<file path="src/rtl/rv32i_hazard_scoreboard_if.sv">
// Bundle between the operand-fetch stage and the hazard scoreboard.
// The master drives issue/result/query traffic; the slave answers with forwarding and stall.
interface rv32i_hazard_scoreboard_if #(
    parameter int XLEN       = 32,
    parameter int REG_BITS   = 5,
    parameter int STAGES     = 3,
    parameter int READ_PORTS = 2
) ();
    logic                            clear_i;
    logic                            advance_i;
    logic                            issue_i;
    logic [REG_BITS-1:0]             issue_rd_i;
    logic [STAGES-1:0]               result_valid_i;
    logic [STAGES*XLEN-1:0]          result_data_i;
    logic [READ_PORTS-1:0]           query_valid_i;
    logic [READ_PORTS*REG_BITS-1:0]  query_addr_i;
    logic [READ_PORTS-1:0]           fwd_hit_o;
    logic [READ_PORTS*XLEN-1:0]      fwd_data_o;
    logic                            stall_o;
    logic [$clog2(STAGES+1)-1:0]     in_flight_o;

    modport master (
        output clear_i, advance_i, issue_i, issue_rd_i,
        output result_valid_i, result_data_i, query_valid_i, query_addr_i,
        input  fwd_hit_o, fwd_data_o, stall_o, in_flight_o
    );

    modport slave (
        input  clear_i, advance_i, issue_i, issue_rd_i,
        input  result_valid_i, result_data_i, query_valid_i, query_addr_i,
        output fwd_hit_o, fwd_data_o, stall_o, in_flight_o
    );
endinterface

</file>
<file path="src/rtl/rv32i_hazard_scoreboard.sv">
// Tracks in-flight producers between opfetch and writeback; resolves RAW hazards per
// read port by forwarding the youngest matching ready result or stalling.
module rv32i_hazard_scoreboard #(
    parameter int XLEN       = 32,
    parameter int REG_BITS   = 5,
    parameter int STAGES     = 3,
    parameter int READ_PORTS = 2
) (
    input  logic                     clk_i,
    input  logic                     reset_ni,
    rv32i_hazard_scoreboard_if.slave bus
);
    localparam int CNT_W = $clog2(STAGES + 1);

    logic [STAGES-1:0]   valid_reg, valid_next;
    logic [STAGES-1:0]   ready_reg, ready_next;
    logic [REG_BITS-1:0] rd_reg   [STAGES];
    logic [REG_BITS-1:0] rd_next  [STAGES];
    logic [XLEN-1:0]     data_reg [STAGES];
    logic [XLEN-1:0]     data_next[STAGES];
    logic [CNT_W-1:0]    count_reg, count_next;

    // Slot contents after this cycle's result writes, before any shift
    logic [STAGES-1:0]   capture;
    logic [STAGES-1:0]   ready_post;
    logic [XLEN-1:0]     data_post[STAGES];

    genvar gi;
    generate
        for (gi = 0; gi < STAGES; gi++) begin : g_slot
            assign capture[gi]    = bus.result_valid_i[gi] & valid_reg[gi];
            assign ready_post[gi] = ready_reg[gi] | capture[gi];
            assign data_post[gi]  = capture[gi] ? bus.result_data_i[gi*XLEN +: XLEN]
                                                : data_reg[gi];
        end
    endgenerate

    always_comb begin
        valid_next = valid_reg;
        ready_next = ready_post;
        rd_next    = rd_reg;
        data_next  = data_post;
        count_next = '0;
        if (bus.clear_i) begin
            valid_next = '0;
            ready_next = '0;
            for (int s = 0; s < STAGES; s++) begin
                rd_next[s]   = '0;
                data_next[s] = '0;
            end
        end else if (bus.advance_i) begin
            valid_next[0] = bus.issue_i & (bus.issue_rd_i != '0);
            rd_next[0]    = bus.issue_rd_i;
            ready_next[0] = 1'b0;
            data_next[0]  = '0;
            for (int s = 1; s < STAGES; s++) begin
                valid_next[s] = valid_reg[s-1];
                rd_next[s]    = rd_reg[s-1];
                ready_next[s] = ready_post[s-1];
                data_next[s]  = data_post[s-1];
            end
        end
        for (int s = 0; s < STAGES; s++) begin
            count_next = count_next + CNT_W'(valid_next[s]);
        end
    end

    always_ff @(posedge clk_i or negedge reset_ni) begin
        if (!reset_ni) begin
            valid_reg <= '0;
            ready_reg <= '0;
            count_reg <= '0;
            for (int s = 0; s < STAGES; s++) begin
                rd_reg[s]   <= '0;
                data_reg[s] <= '0;
            end
        end else begin
            valid_reg <= valid_next;
            ready_reg <= ready_next;
            count_reg <= count_next;
            for (int s = 0; s < STAGES; s++) begin
                rd_reg[s]   <= rd_next[s];
                data_reg[s] <= data_next[s];
            end
        end
    end

    logic [READ_PORTS-1:0]      hit_vec;
    logic [READ_PORTS-1:0]      stall_vec;
    logic [READ_PORTS*XLEN-1:0] data_vec;

    generate
        for (gi = 0; gi < READ_PORTS; gi++) begin : g_port
            logic [REG_BITS-1:0] addr;
            logic                found;
            logic                sel_ready;
            logic [XLEN-1:0]     sel_data;

            assign addr = bus.query_addr_i[gi*REG_BITS +: REG_BITS];

            // Scan oldest to youngest so the youngest match is the one left standing
            always_comb begin
                found     = 1'b0;
                sel_ready = 1'b0;
                sel_data  = '0;
                for (int s = STAGES - 1; s >= 0; s--) begin
                    if (valid_reg[s] && (rd_reg[s] == addr)) begin
                        found     = 1'b1;
                        sel_ready = ready_reg[s];
                        sel_data  = data_reg[s];
                    end
                end
                if (addr == '0) begin
                    found = 1'b0;
                end
            end

            assign hit_vec[gi]                 = bus.query_valid_i[gi] & found & sel_ready;
            assign stall_vec[gi]               = bus.query_valid_i[gi] & found & ~sel_ready;
            assign data_vec[gi*XLEN +: XLEN]   = hit_vec[gi] ? sel_data : '0;
        end
    endgenerate

    assign bus.fwd_hit_o   = hit_vec;
    assign bus.fwd_data_o  = data_vec;
    assign bus.stall_o     = |stall_vec;
    assign bus.in_flight_o = count_reg;
endmodule

</file>
<file path="src/flat_wrapper.sv">
// flat-port wrapper written by rule: the top's interface ports become plain ports
module rv32i_hazard_scoreboard_flat 
#(
    parameter int XLEN       = 32,
    parameter int REG_BITS   = 5,
    parameter int STAGES     = 3,
    parameter int READ_PORTS = 2
)
  (clk_i, reset_ni, bus_clear_i, bus_advance_i, bus_issue_i, bus_issue_rd_i, bus_result_valid_i, bus_result_data_i, bus_query_valid_i, bus_query_addr_i, bus_fwd_hit_o, bus_fwd_data_o, bus_stall_o, bus_in_flight_o);
  rv32i_hazard_scoreboard_if #(.XLEN(XLEN), .REG_BITS(REG_BITS), .STAGES(STAGES), .READ_PORTS(READ_PORTS)) bus_i ();
  input  logic clk_i;
  input  logic reset_ni;
  input wire logic [$bits(bus_i.clear_i)-1:0] bus_clear_i;
  input wire logic [$bits(bus_i.advance_i)-1:0] bus_advance_i;
  input wire logic [$bits(bus_i.issue_i)-1:0] bus_issue_i;
  input wire logic [$bits(bus_i.issue_rd_i)-1:0] bus_issue_rd_i;
  input wire logic [$bits(bus_i.result_valid_i)-1:0] bus_result_valid_i;
  input wire logic [$bits(bus_i.result_data_i)-1:0] bus_result_data_i;
  input wire logic [$bits(bus_i.query_valid_i)-1:0] bus_query_valid_i;
  input wire logic [$bits(bus_i.query_addr_i)-1:0] bus_query_addr_i;
  output wire logic [$bits(bus_i.fwd_hit_o)-1:0] bus_fwd_hit_o;
  output wire logic [$bits(bus_i.fwd_data_o)-1:0] bus_fwd_data_o;
  output wire logic [$bits(bus_i.stall_o)-1:0] bus_stall_o;
  output wire logic [$bits(bus_i.in_flight_o)-1:0] bus_in_flight_o;
  assign bus_i.clear_i = bus_clear_i;
  assign bus_i.advance_i = bus_advance_i;
  assign bus_i.issue_i = bus_issue_i;
  assign bus_i.issue_rd_i = bus_issue_rd_i;
  assign bus_i.result_valid_i = bus_result_valid_i;
  assign bus_i.result_data_i = bus_result_data_i;
  assign bus_i.query_valid_i = bus_query_valid_i;
  assign bus_i.query_addr_i = bus_query_addr_i;
  assign bus_fwd_hit_o = bus_i.fwd_hit_o;
  assign bus_fwd_data_o = bus_i.fwd_data_o;
  assign bus_stall_o = bus_i.stall_o;
  assign bus_in_flight_o = bus_i.in_flight_o;
  rv32i_hazard_scoreboard #(.XLEN(XLEN), .REG_BITS(REG_BITS), .STAGES(STAGES), .READ_PORTS(READ_PORTS)) u_core (.clk_i(clk_i), .reset_ni(reset_ni), .bus(bus_i));
endmodule
</file>
<file path="config.mk">
export PLATFORM = sky130hd
export DESIGN_NAME = rv32i_hazard_scoreboard_flat
export DESIGN_NICKNAME = d
export VERILOG_FILES = /design/src/rtl/rv32i_hazard_scoreboard_if.sv /design/src/rtl/rv32i_hazard_scoreboard.sv /design/src/flat_wrapper.sv
export SDC_FILE = /design/constraint.sdc
export NUM_CORES = 1
export LEC_CHECK = 0
export ABC_AREA = 0
export ABC_CLOCK_PERIOD_IN_PS = 4050
export BUFFER_PORTS_ARGS = -buffer_cell sky130_fd_sc_hd__buf_2
export CORE_MARGIN = 10
export CORE_UTILIZATION = 54
export CTS_CLUSTER_DIAMETER = 100
export DETAILED_ROUTE_END_ITERATION = 8
export PLACE_DENSITY = 0.78
export SLEW_MARGIN = 20
export SYNTH_ARGS = -nofsm -noshare
export SYNTH_HDL_FRONTEND = slang
export SYNTH_SLANG_ARGS = --single-unit
</file>
<file path="constraint.sdc">
create_clock -name clk_i -period 4.05 [get_ports clk_i]
set_input_delay 1.215 -clock clk_i [delete_from_list [all_inputs] [get_ports clk_i]]
set_output_delay 1.215 -clock clk_i [all_outputs]
set_load 0.02 [all_outputs]
</file>
# Word level (Yosys, flattened, before mapping)
# Cells that the tools add are included.
[word_totals]
inputBits = 121
output_inout_bits = 69
register_bits = 119
[op_classes]
addsub = 2
n_mux = 33
n_reduce_logical = 12
eq_ne = 6
n_bitwise = 15
[ops]
columns = ["operator", "n"]
rows = [
  ["$mux W32", 11],
  ["$mux W96", 2],
  ["$eq A5 B5 Y1", 6],
  ["$mux W15", 2],
  ["$mux W1", 14],
  ["$mux W3", 4],
  ["$and A1 B1 Y1", 10],
  ["$logic_not A5 Y1", 2],
  ["$logic_and A1 B1 Y1", 6],
  ["$reduce_bool A5 Y1", 1],
  ["$or A1 B1 Y1", 3],
  ["$reduce_bool A3 Y1", 1],
  ["$add A1 B1 Y2", 1],
  ["$add A2 B1 Y2", 1],
  ["$not A1 Y1", 2],
  ["$reduce_bool A2 Y1", 1],
  ["$reduce_or A2 Y1", 1],
]

# Depth between registers and ports, before layout
[logic_depth]
word_depth = 9
depth_mapped = 9
depth_no_buf = 6

# Worst setup path before layout
# No wires, ideal clock.
[synth_timing]
path_type = "input-to-output"
start = "input port bus_query_addr_i[4]"
end = "output port bus_fwd_data_o[21]"
path_stages = 8
setup_slack_ps = -209
t_arrival_ps = 3044
path_cell_list = "xor2_1 nor4_1 and3_1 nor2b_1 clkbuf_1 clkbuf_1 nand2_1 a211oi_1"
[synth_via]
elab_chain_cells = 9
elab_cells_between_ends = 20
classes_between = "3 x eq/ne; 11 x mux; 2 x bitwise; 4 x reduce/logical"
[synth_rtl]
columns = ["item", "line", "text"]
rows = [
  ["from (decl)", "flat_wrapper.sv:20", "input wire logic [$bits(bus_i.query_addr_i)-1:0] bus_query_addr_i;"],
  ["$eq A5 B5 Y1", "rv32i_hazard_scoreboard.sv:107", "if (valid_reg[s] && (rd_reg[s] == addr)) begin"],
  ["$logic_and A1 B1 Y1", "rv32i_hazard_scoreboard.sv:107", ""],
  ["$mux W1 (3 in series)", "rv32i_hazard_scoreboard.sv:107", ""],
  ["$mux W1", "rv32i_hazard_scoreboard.sv:113", "if (addr == '0) begin"],
  ["$and A1 B1 Y1 (2 in series)", "rv32i_hazard_scoreboard.sv:118", "assign hit_vec[gi] = bus.query_valid_i[gi] & found & sel_ready;"],
  ["$mux W32 *", "rv32i_hazard_scoreboard.sv:120", "assign data_vec[gi*XLEN +: XLEN] = hit_vec[gi] ? sel_data : '0;"],
  ["to (decl)", "flat_wrapper.sv:22", "output wire logic [$bits(bus_i.fwd_data_o)-1:0] bus_fwd_data_o;"],
]
# Mark *: on every way between the ends. The rest lies on a longest branch, timed or not.

# Worst setup path after layout
[layout_timing]
start = "input port bus_query_addr_i[2]"
end = "output port bus_fwd_data_o[8]"
# The elaborated chain is that of the path after synthesis.

==> flow_summary.yaml <==
layout:
  largest_reg_flops: 96
  regArea_um2: 2980
  multi_input_area_um2: 4730
  instances_no_fill: 1188
  final_common_cell: "dfrtp_1"
  stdcell_area_um2: 10500
  final_util: 0.780
  fin_nets: 1120
  layout_common_cells: "119 x dfrtp_1, 116 x nor2_1, 114 x buf_2"
  nFillCells: 874
  drive_gt1_frac: 0.373
  area_growth_pct: 40.1
logic_synthesis:
  syn_nets: 936
  yosysTopAreaCell: "dfrtp_1"
  ys_seq_area_frac: 0.399
  syn_area_per_cell_um2: 9.17
  yosys-top-cells-area: "dfrtp_1 40%, a211oi_1 13%, mux2i_1 6.6%"
  synthFlopType: "dfrtp_1"
  yosys_register_bits: 119
  syn-cell-area_um2: 7460
  yosysUniqueCellTypes: 35
  synthArstFlopShare: 1.00
  synth-edff-count: 0
  synth_top_area_frac: 0.399
  yosysWarnings: 0
  syn_inst: 814
grt:
  grt_antenna_before_repair: 1
  grt.total_usage: 0.297
  grt-ovfl-total: 0
  grt_pass1_wl_um: 44200
  grt_max_degree: 71
  grt_pass1_vias: 7994
setup_path:
  crit_path_end_kind: "output pin"
  worstPathMaxFanout: 23
  r2r_slack_ps: 1800
  crit_family: "simple AND/OR/NAND/NOR gates"
  cp.required_ps: 2830
  startpoint_type: "primary input"
  critPathKind: "primary input to output pin"
  worstPathCellList: "buf_8 > xor2_2 > nor4_2 > buf_4 > nand2_2 > or3_4 > a311o_4 > buf_12 > a211oi_2 > buf_4"
  cpMostUsedCell: "buf_4"
  slowest_delay_ps: 360
  crit_slowest_cell: "a311o_4"
  cp_num_buf_inv: 4
  cp.arrival_ps: 3400
sta:
  tightest_slew_ps: 914
  maxSlewViolCount: 0
  relSlewSlack: 0.391
  fmax_mhz: 217
  post-route-period-util: 1.14
  fin_setup_tns_ps: -26780
  setup_ws_ps: -564
  rsz0062_at_grt: "yes"
  skew_ps: 7.05
  setup_viol: 67
  hold_viol: 0
  holdWs_ps: 581
  period_needed_ps: 4610
status:
  violations: "setup timing"
  status: "finished with violations"
floorplan:
  core.rowCount: 42
  die_h_um: 138
  core_area_um2: 13400
  start_util: 0.557
  dieArea_um2: 18900
  die_w_um: 138
  ios: 190
route:
  via_per_inst: 6.76
  drtAntennaViolNets: 0
  drtPass1Iterations: 6
  drtIter0Drc: 1193
  vias: 8029
  wl_per_cell_um: 24.2
  post-route-drc-count: 0
  routed_wl_um: 28700
power_and_ir_drop:
  ir_worst_vdd_mv: 0.250
  leakagePower_nw: 4.63
  fin_total_pwr_mw: 2.99
  powerDensity_nw_per_um2: 286
cts:
  cts_hold_buf: 0
  path_clk_slew_ps: 50
  clock_latency_ps: 420
  cts.sinks: 119
  tritoncts: "yes"
  cts-buffers-inserted: 17
  clk_path_buf_depth: 2
  clockRootBuffer: "clkbuf_16"
  cts_htree_levels: 4
place:
  gp_congestion: 0.930
  dp_hpwl_um: 17900
  place_ws_ps: -497
  placed_cell_area_um2: 9000
  io_buffers: 189
  dp_cells: 1143
worst_hold_path:
  hp-class: "register to register"
flow_run:
  cap_violations: 0
==> Yosys cell counts, types with 2 or more instances <==
| master | instances |
|---|---|
| nand2_1 | 42 |
| a31oi_1 | 2 |
| a21oi_1 | 4 |
| and3_1 | 36 |
| a311oi_1 | 32 |
| or4_1 | 2 |
| buf_1 | 6 |
| xnor2_1 | 4 |
| buf_6 | 4 |
| a22oi_1 | 63 |
| a211oi_1 | 132 |
| o21ai_0 | 2 |
| clkbuf_1 | 81 |
| dfrtp_1 | 119 |
| xor2_1 | 26 |
| nor3_1 | 4 |
| a211oi_2 | 29 |
| mux2i_1 | 49 |
| inv_1 | 4 |
| nand3_1 | 36 |
| nor4_1 | 4 |
| nor2_1 | 120 |
==> worst register-to-register path, cell delays in order, from the launching register on <==
cell and delay (ps):
dfrtp_1 600, buf_4 320, nand2_1 440, buf_4 390
nand2_1 100, a311oi_1 300
==> layout make-up <==
type,count,share of cell area
multi-input combinational,599,0.453
sequential,119,0.285
timing repair buffer,257,0.191
clock buffer,27,0.0471
tap,176,0.0211
clock inverter,4,0.00191
inverter,4,0.00144
antenna,2,0.000479
==> final timing paths <==
path                                        to  cells past startpoint           startpoint
setup reg to reg           u_core.data_reg[10]                      5  u_core.valid_reg[2]
hold / removal              u_core.data_reg[1]                      2   u_core.data_reg[1]
min in group asynchronous     u_core.rd_reg[0]                      1             reset_ni
setup / recovery             bus_fwd_data_o[8]                     10  bus_query_addr_i[2]
hold reg to reg             u_core.data_reg[1]                      2   u_core.data_reg[1]
max in group asynchronous  u_core.data_reg[75]                      2             reset_ni
==> cell families after synthesis <==
logic type	after synthesis	synth area share
AO/OA/AOI/OAI	271	0.297
AND/OR/NAND/NOR	248	0.148
flip-flops	119	0.399
buffers and inverters	96	0.0525
multiplexers	49	0.0657
XOR/XNOR	30	0.0352
adder cells (fa/ha/maj)	1	0.00268
==> where the power goes <==
part | switching [mW] | total [mW] | leakage [nW] | internal, mW
clock | 0.523 | 1.35 | 0.255 | 0.822
sequential | 0.0540 | 1.29 | 1.61 | 1.24
combinational | 0.214 | 0.356 | 2.76 | 0.143
==> routing by layer <==
metal  up-vias  track usage  part of all wire
li1       3427            -                 -
met1      3910        0.380              0.37
met2       584        0.460              0.48
met3       106       0.0710              0.11
met4         2        0.150             0.042
met5         -            0           0.00028
==> repair_timing <==
item | 4_1_cts | 5_1_grt
cloned | 2 | 0
resized for setup | 166 | 40
buffers inserted | 7 | 4
endpoints found under the setup margin | 67 | 67
pin swaps | 6 | 8
Note: power is estimated with default switching activity, not from simulation.
